## src/rtl/fifo_param.sv

```systemverilog
// fifo_param: parametrised single-clock FIFO with occupancy count,
// almost-full/almost-empty thresholds, overflow/underflow pulses and a
// selectable read mode (registered read or first-word-fall-through).
//
// Ports:
//   in_clk          clock, all state changes on the rising edge
//   in_rst          asynchronous active-low reset
//   in_data         write data, captured on an accepted write
//   in_w_en         write request
//   in_r_en         read request
//   o_data          read data (registered, or head word when FWFT=1)
//   o_full          count == DEPTH
//   o_empty         count == 0
//   o_almost_full   count >= AF_LEVEL
//   o_almost_empty  count <= AE_LEVEL
//   o_count         current occupancy, 0..DEPTH
//   o_overflow      one-cycle pulse after a rejected write request
//   o_underflow     one-cycle pulse after a rejected read request
module fifo_param #(
    parameter int DATA_WIDTH = 32,
    parameter int DEPTH      = 8,
    parameter int AF_LEVEL   = DEPTH - 2,
    parameter int AE_LEVEL   = 2,
    parameter int FWFT       = 0
) (
    input  logic                    in_clk,
    input  logic                    in_rst,
    input  logic [DATA_WIDTH-1:0]   in_data,
    input  logic                    in_w_en,
    input  logic                    in_r_en,
    output logic [DATA_WIDTH-1:0]   o_data,
    output logic                    o_full,
    output logic                    o_empty,
    output logic                    o_almost_full,
    output logic                    o_almost_empty,
    output logic [$clog2(DEPTH):0]  o_count,
    output logic                    o_overflow,
    output logic                    o_underflow
);

    localparam int AW = $clog2(DEPTH);
    localparam int CW = AW + 1;

    logic [DATA_WIDTH-1:0] mem [DEPTH];
    logic [AW-1:0]         w_ptr_reg;
    logic [AW-1:0]         r_ptr_reg;
    logic [CW-1:0]         count_reg;
    logic [CW-1:0]         count_next;
    logic                  overflow_reg;
    logic                  underflow_reg;
    logic                  rd_acc;
    logic                  wr_acc;

    // A full FIFO may still take a write when a read frees a slot in the
    // same cycle, so the write decision depends on the read decision.
    assign rd_acc = in_r_en && !o_empty;
    assign wr_acc = in_w_en && (!o_full || rd_acc);

    always_comb begin
        count_next = count_reg;
        case ({wr_acc, rd_acc})
            2'b10:   count_next = count_reg + CW'(1);
            2'b01:   count_next = count_reg - CW'(1);
            default: count_next = count_reg;
        endcase
    end

    // Storage has its own reset so that stale data never leaks out of the
    // fall-through read port after a reset.
    always_ff @(posedge in_clk or negedge in_rst) begin
        if (!in_rst) begin
            for (int i = 0; i < DEPTH; i++) begin
                mem[i] <= '0;
            end
        end else if (wr_acc) begin
            mem[w_ptr_reg] <= in_data;
        end
    end

    // Pointers wrap naturally since DEPTH is a power of two.
    always_ff @(posedge in_clk or negedge in_rst) begin
        if (!in_rst) begin
            w_ptr_reg     <= '0;
            r_ptr_reg     <= '0;
            count_reg     <= '0;
            overflow_reg  <= 1'b0;
            underflow_reg <= 1'b0;
        end else begin
            if (wr_acc) begin
                w_ptr_reg <= w_ptr_reg + AW'(1);
            end
            if (rd_acc) begin
                r_ptr_reg <= r_ptr_reg + AW'(1);
            end
            count_reg     <= count_next;
            overflow_reg  <= in_w_en && !wr_acc;
            underflow_reg <= in_r_en && !rd_acc;
        end
    end

    generate
        if (FWFT != 0) begin : g_fwft
            // Head word is presented directly; only meaningful while not empty.
            assign o_data = mem[r_ptr_reg];
        end else begin : g_reg_read
            logic [DATA_WIDTH-1:0] data_reg;

            always_ff @(posedge in_clk or negedge in_rst) begin
                if (!in_rst) begin
                    data_reg <= '0;
                end else if (rd_acc) begin
                    data_reg <= mem[r_ptr_reg];
                end
            end

            assign o_data = data_reg;
        end
    endgenerate

    assign o_count        = count_reg;
    assign o_full         = (count_reg == CW'(DEPTH));
    assign o_empty        = (count_reg == '0);
    assign o_almost_full  = (count_reg >= CW'(AF_LEVEL));
    assign o_almost_empty = (count_reg <= CW'(AE_LEVEL));
    assign o_overflow     = overflow_reg;
    assign o_underflow    = underflow_reg;

endmodule

```

## config.mk

```make
export PLATFORM = sky130hd
export DESIGN_NAME = fifo_param
export DESIGN_NICKNAME = d
export VERILOG_FILES = /design/src/rtl/fifo_param.sv
export SDC_FILE = /design/constraint.sdc
export NUM_CORES = 1
export LEC_CHECK = 0
export CAP_MARGIN = 5
export CORE_UTILIZATION = 47
export CTS_BUF_LIST = sky130_fd_sc_hd__clkbuf_8
export CTS_CLUSTER_SIZE = 24
export DETAILED_ROUTE_END_ITERATION = 7
export PLACE_DENSITY_LB_ADDON = 0.15
export SYNTH_ARGS = -nofsm -noshare
export SYNTH_HDL_FRONTEND = slang
export SYNTH_SLANG_ARGS = --single-unit
export TNS_END_PERCENT = 5
```

## constraint.sdc

```tcl
create_clock -name in_clk -period 2.6 [get_ports in_clk]
set_input_delay 0.39 -clock in_clk [delete_from_list [all_inputs] [get_ports in_clk]]
set_output_delay 0.39 -clock in_clk [all_outputs]
set_load 0.05 [all_outputs]
```

==> results by group <==
Outcome
  • Status: finished, final reports clean

Timing
  • Pins over their slew limit: 0
  • Worst Max-Slew Pin Slew: 675 ps
  • Min Tclk post-route: 2530 ps
  • Slew headroom: 0.550
  • Max Freq: 395 MHz
  • RSZ-0062 raised after global routing: no
  • Endpoints failing setup: 0
  • Final Hold Fails: 0
  • Setup WS post-layout: 68.0 ps
  • Setup TNS: 0 ps
  • Max Clock Skew: 11.9 ps
  • Fin crit share: 0.974

Die
  • Core Region: 27900 um2
  • Die footprint: 29100 um2
  • Io pins: 78
  • Die width: 171 um
  • Initial core utilization: 0.479
  • Chip height: 171 um
  • Std-Cell Rows: 61

Worst setup path
  • FF-to-FF setup slack: 460 ps
  • Critical Path Max Stage Delay: 830 ps
  • Worst endpoint required time: 2210 ps
  • Worst reg2reg path depth: 10
  • Worst r2r src: o_count[1]$_DFFE_PN0P_
  • CP Max Fanout: 11
  • Highest-delay cell along the critical path: clkdlybuf4s50_1
  • WS Path Type: register to output pin
  • Crit start category: register
  • CP cell instances: a211oi_1 -> clkdlybuf4s50_1
  • Worst reg2reg endpoint: o_count[2]$_DFFE_PN0P_
  • Worst setup EP type: output pin
  • Worst Path Arrival: 2140 ps

Pwr
  • P per Cell Area: 1350 nW/um2
  • Comb pwr share: 0.421
  • Clk pwr share: 0.189
  • Cell Int Power: 0.0140 W
  • Switching power share of the total: 0.346
  • Leak Pwr: 6.86 nW
  • Max rail drop VDD: 0.580 mV
  • Reg power frac: 0.390
  • NetSw: 0.00738 W

Clock network
  • Worst skew pair latency: 560 ps
  • Clock Tree Buf Depth: 3
  • CTS buffer count: 51
  • H-tree Lvls: 2
  • Clock root cell: clkbuf_8
  • Worst-path clk slew: 60 ps
  • TritonCTS clock tree: built
  • Number of setup buffers added after CTS: 0
  • Clock Sinks: 300

Layout
  • Design area: 15800 um2
  • Max reg flops: 256
  • Core Util, Final: 0.568
  • Most flop-heavy register: mem
  • Most frequent cells in the layout: mux2_2 (312), dfrtp_1 (298), clkdlybuf4s50_1 (74), clkbuf_8 (67), mux2i_1 (64)
  • Layout cells sized above 1: 0.408
  • Nets: 1081
  • Antenna cells: 0
  • Most common cell after layout, fill and taps aside: mux2_2
  • Non-Filler Instances: 1446
  • Synthesis-to-layout area growth: 18.5%

Global routing
  • Grt total ovfl: 0
  • First-pass GRT wire length: 46.0 mm
  • Vias in the first global route: 8314
  • GRT Util Overall: 0.204
  • Largest net degree at the start of global routing: 67
  • Initial antenna violation count: 1

Detailed routing
  • Routed wire length: 27.8 mm
  • Drt wl/cell: 19.2 um
  • 1st-pass router iterations: 4
  • Vias after detailed routing: 7830
  • Post-DRT Antenna Nets: 0
  • DRT iter0 DRCs: 307
  • Avg Vias per Cell: 5.41
  • DRC: 0

Placed design
  • Detailed Place HPWL: 16.9 mm
  • Routability cong.: 0.693
  • Post-placement cell area: 14800 um2
  • Pre-CTS WS: 139 ps
  • Cell count after placement: 1364
  • Port Buffers: 77

Synthesis
  • EDFF count, synth: 0
  • Mapped Area: 13400 um2
  • Leading area contributor after synthesis: dfrtp_1
  • Post-synth top flop: dfrtp_1
  • Ys Warns: 0
  • Synthesized area per cell: 14.3 um2
  • Count of different cell masters after synthesis: 37
  • Gate Count Post-Synth: 934
  • Post-Synthesis Net Count: 975
  • Post-synthesis sequential area ratio: 0.562
  • FF+latch count, synth: 300
  • Top cells by area, synth: dfrtp_1 (56%), mux2_2 (26%), mux2i_1 (4.8%)
  • Ys async rst share: 1.00
  • Top cell type's share of synthesized area: 0.562

Hold path
  • Worst hold path type: primary input to async pin

Job
  • Max-cap violations: 0
## cell type report
type	instances	area [um2]
clock inverters	14	55.1
inverters	1	6.26
fillers	2355	12000
flip-flops and latches	300	7510
clock buffers	67	922
well taps	378	473
multi-input cells	570	5560
repair buffers	116	1290
## worst max-delay path by stage
stage,startpoint,endpoint,slack [ps]
2_1_floorplan,o_count[1]$_DFFE_PN0P_,o_count[2]$_DFFE_PN0P_,-250
3_3_place_gp,in_r_en,mem[77]$_DFFE_PN0P_,180
3_5_place_dp,in_r_en,mem[79]$_DFFE_PN0P_,140
4_1_cts,o_count[1]$_DFFE_PN0P_,o_almost_empty,30
5_1_grt,o_count[1]$_DFFE_PN0P_,o_almost_empty,0.2
6_report,o_count[1]$_DFFE_PN0P_,o_almost_empty,70
## Yosys cell counts (2+ instances only)
cell type and number:
buf_6 7, nand2b_1 2, nand4b_1 2, mux2_1 10
a221o_1 5, a22oi_1 27, nor3_2 2, buf_1 2
nor4b_4 2, o22ai_1 5, nand3_1 2, o221ai_1 27
buf_4 7, nor2_1 3, and2_1 3, buf_2 28
nor2b_1 4, nand2_1 41, o21ai_0 34, mux2_2 312
mux2i_1 64, xor2_1 4, dfrtp_1 300, a21oi_1 2
xnor2_1 5, clkbuf_1 19, ha_1 5
## cells by family (layout without fill, tap and decap cells)
| group | Yosys count | after routing | synth area share |
|---|---|---|---|
| muxes | 386 | 386 | 0.319 |
| and+or+nand+nor | 68 | 68 | 0.0278 |
| adders and majority gates | 5 | 5 | 0.00468 |
| DFF | 300 | 300 | 0.562 |
| buffers and inverters | 64 | 198 | 0.0265 |
| AOI/OAI and AO/OA | 102 | 102 | 0.0536 |
| xor gates and xnor gates | 9 | 9 | 0.00590 |
## power by group through the flow
stage	registers (W)	logic [W]	clock network (W)
5_1_grt	0.00867	0.00969	0.00440
3_3_place_gp	0.00832	0.00893	0
6_report	0.00832	0.00898	0.00404
4_1_cts	0.00834	0.00911	0.00417
2_1_floorplan	0.00891	0.00594	0
3_5_place_dp	0.00841	0.00909	0
## repair_timing
| item | CTS | global route |
|---|---|---|
| hold buffers | 1 | 0 |
| resized for setup | 2 | 0 |
| endpoints found under the setup margin | 2 | 0 |
| hold endpoints to repair | 52 | 0 |
## metal layers
layer / GRT usage / vias up / part of all wire
met5: 0 / - / 0.00040
met4: 0.0521 / 2 / 0.015
met3: 0.0347 / 39 / 0.032
met2: 0.338 / 101 / 0.49
met1: 0.276 / 4038 / 0.47
li1: - / 3650 / -
## per-stage QoR
step	hold slack, ps	power, W
5_1_grt	394	0.0228
3_3_place_gp	371	0.0173
4_1_cts	368	0.0216
6_report	373	0.0213
2_1_floorplan	94.4	0.0148
3_5_place_dp	372	0.0175
## critical path, delay by kind of cell (launching register included)
kind	cells	cell delay [ps]
AOI/OAI and AO/OA	1	250
buffers and inverters	1	830
DFF	1	500
Note: power is estimated with default switching activity, not from simulation.
